===== src/rtl/x86_inst_decoder.sv =====
// rtl/x86_inst_decoder.sv - x86-64 instruction-length decoder with registered ASCII trace
// Ports: clk; reset (async, active-low); can_decode (window holds 15 valid bytes);
//   decode_bytes (15-byte window, byte 0 in the top byte); bytes_decoded (combinational length);
//   opcode_stream / mnemonic_stream / out_valid (registered ASCII trace of the decoded instruction).
module x86_inst_decoder #(
  parameter int MAX_HEX_BYTES = 8
) (
  input  logic                        clk,
  input  logic                        reset,
  input  logic                        can_decode,
  input  logic [119:0]                decode_bytes,
  output logic [3:0]                  bytes_decoded,
  output logic [24*MAX_HEX_BYTES-1:0] opcode_stream,
  output logic [255:0]                mnemonic_stream,
  output logic                        out_valid
);

  localparam logic [2:0] IMM_NONE = 3'd0, IMM_B = 3'd1, IMM_W = 3'd2,
                         IMM_Z = 3'd3, IMM_V = 3'd4, IMM_GRP3 = 3'd5;
  localparam logic [63:0] BAD_MN = "(bad)";

  // Mnemonics are held right-aligned (as string literals widen) and left-justified on output.
  typedef struct packed {
    logic [63:0] mn;
    logic        modrm;
    logic [2:0]  imm;
  } entry_t;

  function automatic entry_t mk(input logic [63:0] mn, input logic modrm, input logic [2:0] imm);
    return {mn, modrm, imm};
  endfunction

  function automatic logic [63:0] ljust(input logic [63:0] s);
    logic [63:0] r;
    r = s;
    for (int i = 0; i < 8; i++)
      if (r[63:56] == 8'h00) r = {r[55:0], 8'h20};
    return r;
  endfunction

  function automatic logic [63:0] alu_name(input logic [2:0] r);
    case (r)
      3'd0: return "add";
      3'd1: return "or";
      3'd2: return "adc";
      3'd3: return "sbb";
      3'd4: return "and";
      3'd5: return "sub";
      3'd6: return "xor";
      default: return "cmp";
    endcase
  endfunction

  function automatic logic [63:0] grp3_name(input logic [2:0] r);
    case (r)
      3'd0, 3'd1: return "test";
      3'd2: return "not";
      3'd3: return "neg";
      3'd4: return "mul";
      3'd5: return "imul";
      3'd6: return "div";
      default: return "idiv";
    endcase
  endfunction

  function automatic logic [63:0] jcc_name(input logic [3:0] c);
    case (c)
      4'h0: return "jo";   4'h1: return "jno";  4'h2: return "jb";   4'h3: return "jae";
      4'h4: return "je";   4'h5: return "jne";  4'h6: return "jbe";  4'h7: return "ja";
      4'h8: return "js";   4'h9: return "jns";  4'hA: return "jp";   4'hB: return "jnp";
      4'hC: return "jl";   4'hD: return "jge";  4'hE: return "jle";  default: return "jg";
    endcase
  endfunction

  function automatic entry_t map1(input logic [7:0] op);
    entry_t e;
    e = mk(BAD_MN, 1'b0, IMM_NONE);
    if (op[7:6] == 2'b00 && op[2:0] <= 3'd5)
      e = mk(alu_name(op[5:3]), op[2:0] <= 3'd3,
             (op[2:0] == 3'd4) ? IMM_B : (op[2:0] == 3'd5) ? IMM_Z : IMM_NONE);
    else if (op[7:4] == 4'h5) e = mk(op[3] ? "pop" : "push", 1'b0, IMM_NONE);
    else if (op[7:4] == 4'h7) e = mk(jcc_name(op[3:0]), 1'b0, IMM_B);
    else if (op[7:3] == 5'b10110) e = mk("mov", 1'b0, IMM_B);
    else if (op[7:3] == 5'b10111) e = mk("mov", 1'b0, IMM_V);
    else begin
      case (op)
        8'h80, 8'h83:               e = mk("grp1", 1'b1, IMM_B);
        8'h81:                      e = mk("grp1", 1'b1, IMM_Z);
        8'h84, 8'h85:               e = mk("test", 1'b1, IMM_NONE);
        8'h86, 8'h87:               e = mk("xchg", 1'b1, IMM_NONE);
        8'h88, 8'h89, 8'h8A, 8'h8B: e = mk("mov", 1'b1, IMM_NONE);
        8'h8D:                      e = mk("lea", 1'b1, IMM_NONE);
        8'h90:                      e = mk("nop", 1'b0, IMM_NONE);
        8'hC3:                      e = mk("ret", 1'b0, IMM_NONE);
        8'hC7:                      e = mk("mov", 1'b1, IMM_Z);
        8'hCC:                      e = mk("int3", 1'b0, IMM_NONE);
        8'hE8:                      e = mk("call", 1'b0, IMM_Z);
        8'hE9:                      e = mk("jmp", 1'b0, IMM_Z);
        8'hEB:                      e = mk("jmp", 1'b0, IMM_B);
        8'hF4:                      e = mk("hlt", 1'b0, IMM_NONE);
        8'hF6, 8'hF7:               e = mk("grp3", 1'b1, IMM_GRP3);
        8'hFF:                      e = mk("grp5", 1'b1, IMM_NONE);
        default: ;
      endcase
    end
    return e;
  endfunction

  function automatic entry_t map0f(input logic [7:0] op);
    entry_t e;
    e = mk(BAD_MN, 1'b0, IMM_NONE);
    if (op[7:4] == 4'h8) e = mk(jcc_name(op[3:0]), 1'b0, IMM_Z);
    else begin
      case (op)
        8'h05:        e = mk("syscall", 1'b0, IMM_NONE);
        8'h1F:        e = mk("nop", 1'b1, IMM_NONE);
        8'hAF:        e = mk("imul", 1'b1, IMM_NONE);
        8'hB6, 8'hB7: e = mk("movzx", 1'b1, IMM_NONE);
        default: ;
      endcase
    end
    return e;
  endfunction

  function automatic logic is_prefix(input logic [7:0] x);
    case (x)
      8'h66, 8'h67, 8'hF0, 8'hF2, 8'hF3, 8'h26, 8'h2E, 8'h36, 8'h3E, 8'h64, 8'h65: return 1'b1;
      default: return 1'b0;
    endcase
  endfunction

  function automatic logic [7:0] hex_char(input logic [3:0] n);
    return (n < 4'd10) ? 8'h30 + {4'h0, n} : 8'h57 + {4'h0, n};
  endfunction

  logic [7:0]              b [0:14];
  logic [2:0]              pfx_cnt;
  logic                    has_66, scanning, rex_present, rex_w, two_byte;
  logic [3:0]              op_idx, modrm_idx, raw_len, len;
  logic [7:0]              opc, modrm;
  logic [2:0]              sib_base;
  entry_t                  ent;
  logic [4:0]              modrm_len, sib_len, disp_len, imm_len, iz_len, full_len;
  logic [63:0]             mn_sel, mn;
  logic [24*MAX_HEX_BYTES-1:0] ops_next;

  always_comb begin
    for (int k = 0; k < 15; k++) b[k] = decode_bytes[119-8*k -: 8];
  end

  always_comb begin
    pfx_cnt  = 3'd0;
    has_66   = 1'b0;
    scanning = 1'b1;
    for (int i = 0; i < 4; i++) begin
      if (scanning && is_prefix(b[i])) begin
        pfx_cnt = pfx_cnt + 3'd1;
        if (b[i] == 8'h66) has_66 = 1'b1;
      end else begin
        scanning = 1'b0;
      end
    end

    rex_present = (b[pfx_cnt][7:4] == 4'h4);
    rex_w       = rex_present & b[pfx_cnt][3];
    op_idx      = {1'b0, pfx_cnt} + {3'b000, rex_present};
    two_byte    = (b[op_idx] == 8'h0F);
    opc         = two_byte ? b[op_idx + 4'd1] : b[op_idx];
    ent         = two_byte ? map0f(opc) : map1(opc);
    modrm_idx   = op_idx + (two_byte ? 4'd2 : 4'd1);
    modrm       = b[modrm_idx];
    sib_base    = b[modrm_idx + 4'd1][2:0];
    raw_len     = modrm_idx;

    modrm_len = 5'd0;
    sib_len   = 5'd0;
    disp_len  = 5'd0;
    imm_len   = 5'd0;
    iz_len    = has_66 ? 5'd2 : 5'd4;

    if (ent.modrm) begin
      modrm_len = 5'd1;
      if (modrm[7:6] != 2'b11 && modrm[2:0] == 3'd4) begin
        sib_len = 5'd1;
        if (modrm[7:6] == 2'b00 && sib_base == 3'd5) disp_len = 5'd4;
      end
      case (modrm[7:6])
        2'b01:   disp_len = 5'd1;
        2'b10:   disp_len = 5'd4;
        2'b00:   if (modrm[2:0] == 3'd5) disp_len = 5'd4;
        default: ;
      endcase
    end

    case (ent.imm)
      IMM_B:    imm_len = 5'd1;
      IMM_W:    imm_len = 5'd2;
      IMM_Z:    imm_len = iz_len;
      IMM_V:    imm_len = rex_w ? 5'd8 : iz_len;
      // Only test (reg 0/1) in the F6/F7 group carries an immediate.
      IMM_GRP3: if (modrm[5:4] == 2'b00) imm_len = opc[0] ? iz_len : 5'd1;
      default:  ;
    endcase

    if (!two_byte && (opc == 8'h80 || opc == 8'h81 || opc == 8'h83)) mn_sel = alu_name(modrm[5:3]);
    else if (ent.imm == IMM_GRP3) mn_sel = grp3_name(modrm[5:3]);
    else mn_sel = ent.mn;

    full_len = {1'b0, raw_len} + modrm_len + sib_len + disp_len + imm_len;

    // A bad opcode consumes its prefixes and opcode bytes; an over-long
    // instruction resyncs by skipping a single byte.
    if (ent.mn == BAD_MN) begin
      len = raw_len;
      mn  = BAD_MN;
    end else if (full_len > 5'd15) begin
      len = 4'd1;
      mn  = BAD_MN;
    end else begin
      len = full_len[3:0];
      mn  = mn_sel;
    end

    for (int i = 0; i < MAX_HEX_BYTES; i++) begin
      if (i < int'(len))
        ops_next[24*(MAX_HEX_BYTES-i)-1 -: 24] = {hex_char(b[i][7:4]), hex_char(b[i][3:0]), 8'h20};
      else
        ops_next[24*(MAX_HEX_BYTES-i)-1 -: 24] = {3{8'h20}};
    end
  end

  assign bytes_decoded = can_decode ? len : 4'd0;

  always_ff @(posedge clk or negedge reset) begin
    if (!reset) begin
      opcode_stream   <= '0;
      mnemonic_stream <= '0;
      out_valid       <= 1'b0;
    end else if (can_decode) begin
      opcode_stream   <= ops_next;
      mnemonic_stream <= {ljust(mn), {24{8'h20}}};
      out_valid       <= 1'b1;
    end else begin
      out_valid       <= 1'b0;
    end
  end

endmodule


===== config.mk =====
export PLATFORM = sky130hd
export DESIGN_NAME = x86_inst_decoder
export DESIGN_NICKNAME = d
export VERILOG_FILES = /design/src/rtl/x86_inst_decoder.sv
export SDC_FILE = /design/constraint.sdc
export NUM_CORES = 1
export LEC_CHECK = 0
export CORE_MARGIN = 2
export CORE_UTILIZATION = 30
export CTS_BUF_LIST = sky130_fd_sc_hd__clkbuf_2
export DETAILED_ROUTE_END_ITERATION = 10
export PLACE_DENSITY_LB_ADDON = 0.25
export SLEW_MARGIN = 40
export SYNTH_ARGS = -nofsm -noshare
export SYNTH_HDL_FRONTEND = slang
export SYNTH_SLANG_ARGS = --single-unit

===== constraint.sdc =====
create_clock -name clk -period 30.6 [get_ports clk]
set_clock_uncertainty 0.2 [all_clocks]
set_input_delay 6.12 -clock clk [delete_from_list [all_inputs] [get_ports clk]]
set_output_delay 6.12 -clock clk [all_outputs]
set_load 0.01 [all_outputs]

==> results list <==
- Buffer and inverter count on the worst path: 6
- Total routing usage reported by global routing: 0.233
- Mux cell area share after synthesis: 0.148
- Proportion of layout cells with a drive suffix above 1: 0.114
- The synthesized netlist contains 104 unique library cells.
* Total power: 0.656 mW
* DP Wirelength: 56.5 mm
- Wire length per cell: 24.2 um
* Fraction of synthesis flops using an asynchronous set or reset pin: 1.00
- CP Max Fanout: 23
* Cell with the largest stage delay on the worst path: fa_2
- Relative slew slack: 0.372
* Net switching power of the design: 0.278 mW
- Top-area cell type share of the netlist area: 0.234
* Routability cong.: 0.933
* Cell count after placement: 2925
- Synthesis inferred 161 register bits.
- Clk pin slew, worst setup/hold paths: 0.28 ns
- Of the total power, the share spent switching nets is 0.423.
* Final number of setup-violating endpoints: 0
* Post-Synth Simple-Gate Area: 0.163
- The startpoint identified for the worst register-to-register timing path is opcode_stream[173].
- Main combinational cell family by area after synthesis: compound AO/OA/AOI/OAI gates
* Main flop type after synthesis: dfrtp_1
- The later pin in the worst-skew pair is clocked with a latency of 0.82 ns.
- Dividing total power by cell area gives a power density of 32.5 nW/um^2.
* Peak ir drop on the vdd network: 0.0212 mV
- In this run the remaining antenna-violating nets after routing total 0.
- Fraction of synthesized cell area in xor and xnor cells: 0.0168
- Entering global routing, the biggest net connects 87 pins.
- Outcome: finished clean
- dfrtp_1 takes more of the synthesized area than any other cell.
* Post-route fraction of the period consumed by the critical path: 0.870
- Internal Pwr Total: 0.379 mW
* Synthesized-area fraction occupied by adder cells: 0.0516
- The first routing iteration left 1592 violations.
* Top Family by Delay on Critical Path: adder cells
- Once layout is complete, the cells apart from fillers number 2960.
- First-pass GRT wire length: 105 mm
* Synthesis-to-layout area growth: 17.3%
* Post-route setup TNS: 0 ns
- Quantity of hold-fixing buffers added after cts: 0
- Worst path max stage delay: 1.20 ns
* Root buffer cell: clkbuf_2
* Clock tree sinks: 161
* Average size of a mapped cell: 8.71 sq um
* Initial antenna violation count: 7
* Type of the tightest min-delay check: reg -> reg
- Initial core utilization: 0.304
- The number of pins exceeding their max-slew limit in the final report was 0.
- The total overflow left after global routing is 0.
* Critical path origin: decode_bytes[97]
* Via Count: 16100
* Number of hold violations in the final report: 0
- The number of clock buffers added by TritonCTS is 17.
- For this run, design rule violations remaining after detail routing come to 0.
* Netlist Area Pre-Place: 17200 sq um
- The fraction of the mapped netlist area in compound gates came to 0.207.
- Data arrives at the worst endpoint at 20.31 ns.
- Final critical-path required period: 26.63 ns
- Setup repair after global routing left no endpoint under its margin.
- For this run, the register share of the synthesized area comes to 0.234.
- In the final design database the tool counted 2380 nets.
- The share of total power dissipated in sequential elements is 0.368.
- Upper clock frequency limit: 0.0376 GHz
- Element type at the critical path start: input pin
- The filler cells instantiated in the layout total 5907.
- The share of total power dissipated in the clock network is 0.199.
* Worst Hold Launch: mnemonic_stream[237]
* Critical path class: in -> out
* Post-place setup slack: 4.01 ns
- Crit. End Element: output pin
* Cells taking the most area after synthesis: dfrtp_1 23%, buf_4 13%, mux4_2 9.9%, ha_1 4.6%, o2bb2ai_1 4.5%
* Final core utilization: 0.357
- Logic gate share of total power: 0.433
- At the pin with the least slew margin, the transition time is 0.942 ns.
* Routed vias/inst: 5.42
- Boundary pin count: 576
* Max Cap Violations: 0
- Counting flops with a built-in enable in the synthesized netlist gives 0.
- For this run, the detailed router's first-pass iteration total came to 6.
- Mapped Cells: 1978
- CTS built an H-tree with a depth of 4.
* Core outline area: 56600 sq um
- In this run the tool buffered the top-level ports with 321 buffer cells.
* Maximum clock insertion buffer count: 2
- During synthesis, Yosys emitted a total of 0 warnings.
- The initialized floorplan defines 87 standard-cell rows.
- Summed over all cells, the static leakage comes to 8.32 nW.
* Die area: 59400 sq um
- Vias in the first global route: 15200
* Setup slack after layout: 3.97 ns
* CTS tree: yes
- Die span in y: 244 um
* Req. time, crit path: 24.28 ns
- Quantity of gates resized following cts: 0
* Postcts setup bufs: 0
- The die is 244 um wide.
- Total routed wirelength: 71.6 mm
[path summary, 6_finish.rpt]
path	to	slack, ns	depth (start not counted)
max	bytes_decoded[3]	3.97	42
min	mnemonic_stream[237]	0.31	1
max reg2reg	opcode_stream[173]	29.32	1
min reg2reg	mnemonic_stream[237]	0.31	1
max in group asynchronous	mnemonic_stream[222]	23.90	2
min in group asynchronous	opcode_stream[142]	5.09	1
[cell usage in the layout (no fill, tap or decap), types with 11 or more instances in the layout]
master           Yosys  final
clkdlybuf4s50_1      0    319
conb_1               1    254
dfrtp_1            161    160
nand2_1            130    130
nor2_1             126    126
o21ai_0            103    102
inv_1               98     97
a21oi_1             94     94
o2bb2ai_1           88     88
mux4_2              76     76
ha_1                63     59
mux2i_1             49     49
nor3_1              49     47
nand3_1             47     47
xnor2_1             31     31
mux2_2              30     30
or2_2               29     29
buf_4              296     27
a21o_1              23     23
a31oi_1             22     22
nand4_1             20     20
nand2b_1            19     19
nor2b_1             18     18
and3_1              18     18
clkbuf_2             1     17
a211oi_1            15     15
o211ai_1            13     13
and2_1              12     12
or3_1               12     12
nor3b_1             12     11
[cell usage after synthesis (31+ instances only)]
| master | number |
|---|---|
| mux4_2 | 76 |
| mux2i_1 | 49 |
| a21oi_1 | 94 |
| o21ai_0 | 103 |
| ha_1 | 63 |
| nor2_1 | 126 |
| xnor2_1 | 31 |
| inv_1 | 98 |
| o2bb2ai_1 | 88 |
| nand2_1 | 130 |
| dfrtp_1 | 161 |
| clkbuf_1 | 76 |
| nor3_1 | 49 |
| buf_4 | 296 |
| nand3_1 | 47 |
[kinds of logic after synthesis]
group / Yosys count
DFF: 161
xor gates and xnor gates: 33
AOI/OAI and AO/OA: 503
and+or+nand+nor: 546
buffers and inverters: 510
adders and majority gates: 68
other: 1
muxes: 156
[flip-flops by register name, summed over array words and instances (netlist names)]
name             cells
opcode_stream      113
out_valid            1
mnemonic_stream     47
[final cells by class]
type | instances | area, sq um | area share
inverters | 99 | 373 | 0.0185
flip-flops and latches | 161 | 4030 | 0.199
clock buffers | 17 | 85.1 | 0.00421
multi-input cells | 1560 | 11100 | 0.552
clock inverters | 15 | 168 | 0.00830
repair buffers | 350 | 3450 | 0.171
well taps | 756 | 946 | 0.0468
diodes | 2 | 5.00 | 0.000248
[per-stage QoR]
step / instance area (sq um) / hold WS (ns)
after floorplan: 18200 / 0.310
after global placement: 19900 / 0.249
after detailed placement: 19900 / 0.251
after CTS: 20200 / 0.312
after global routing: 20200 / 0.325
final: 20200 / 0.305
[power by group through the flow]
stage	logic, mW	clock network [mW]	registers, mW
floorplan	0.171	0	0.251
global placement	0.280	0	0.245
detailed placement	0.279	0	0.245
CTS	0.281	0.138	0.242
global route	0.304	0.143	0.243
finish	0.284	0.131	0.241
[routing by layer]
metal,GRT usage,part of all wire,vias up
met1,0.313,0.42,7963
met3,0.0496,0.085,122
met2,0.378,0.47,887
met5,0,0.00084,-
li1,-,-,7069
met4,0.0681,0.030,10
(Power assumes the default switching activity.)
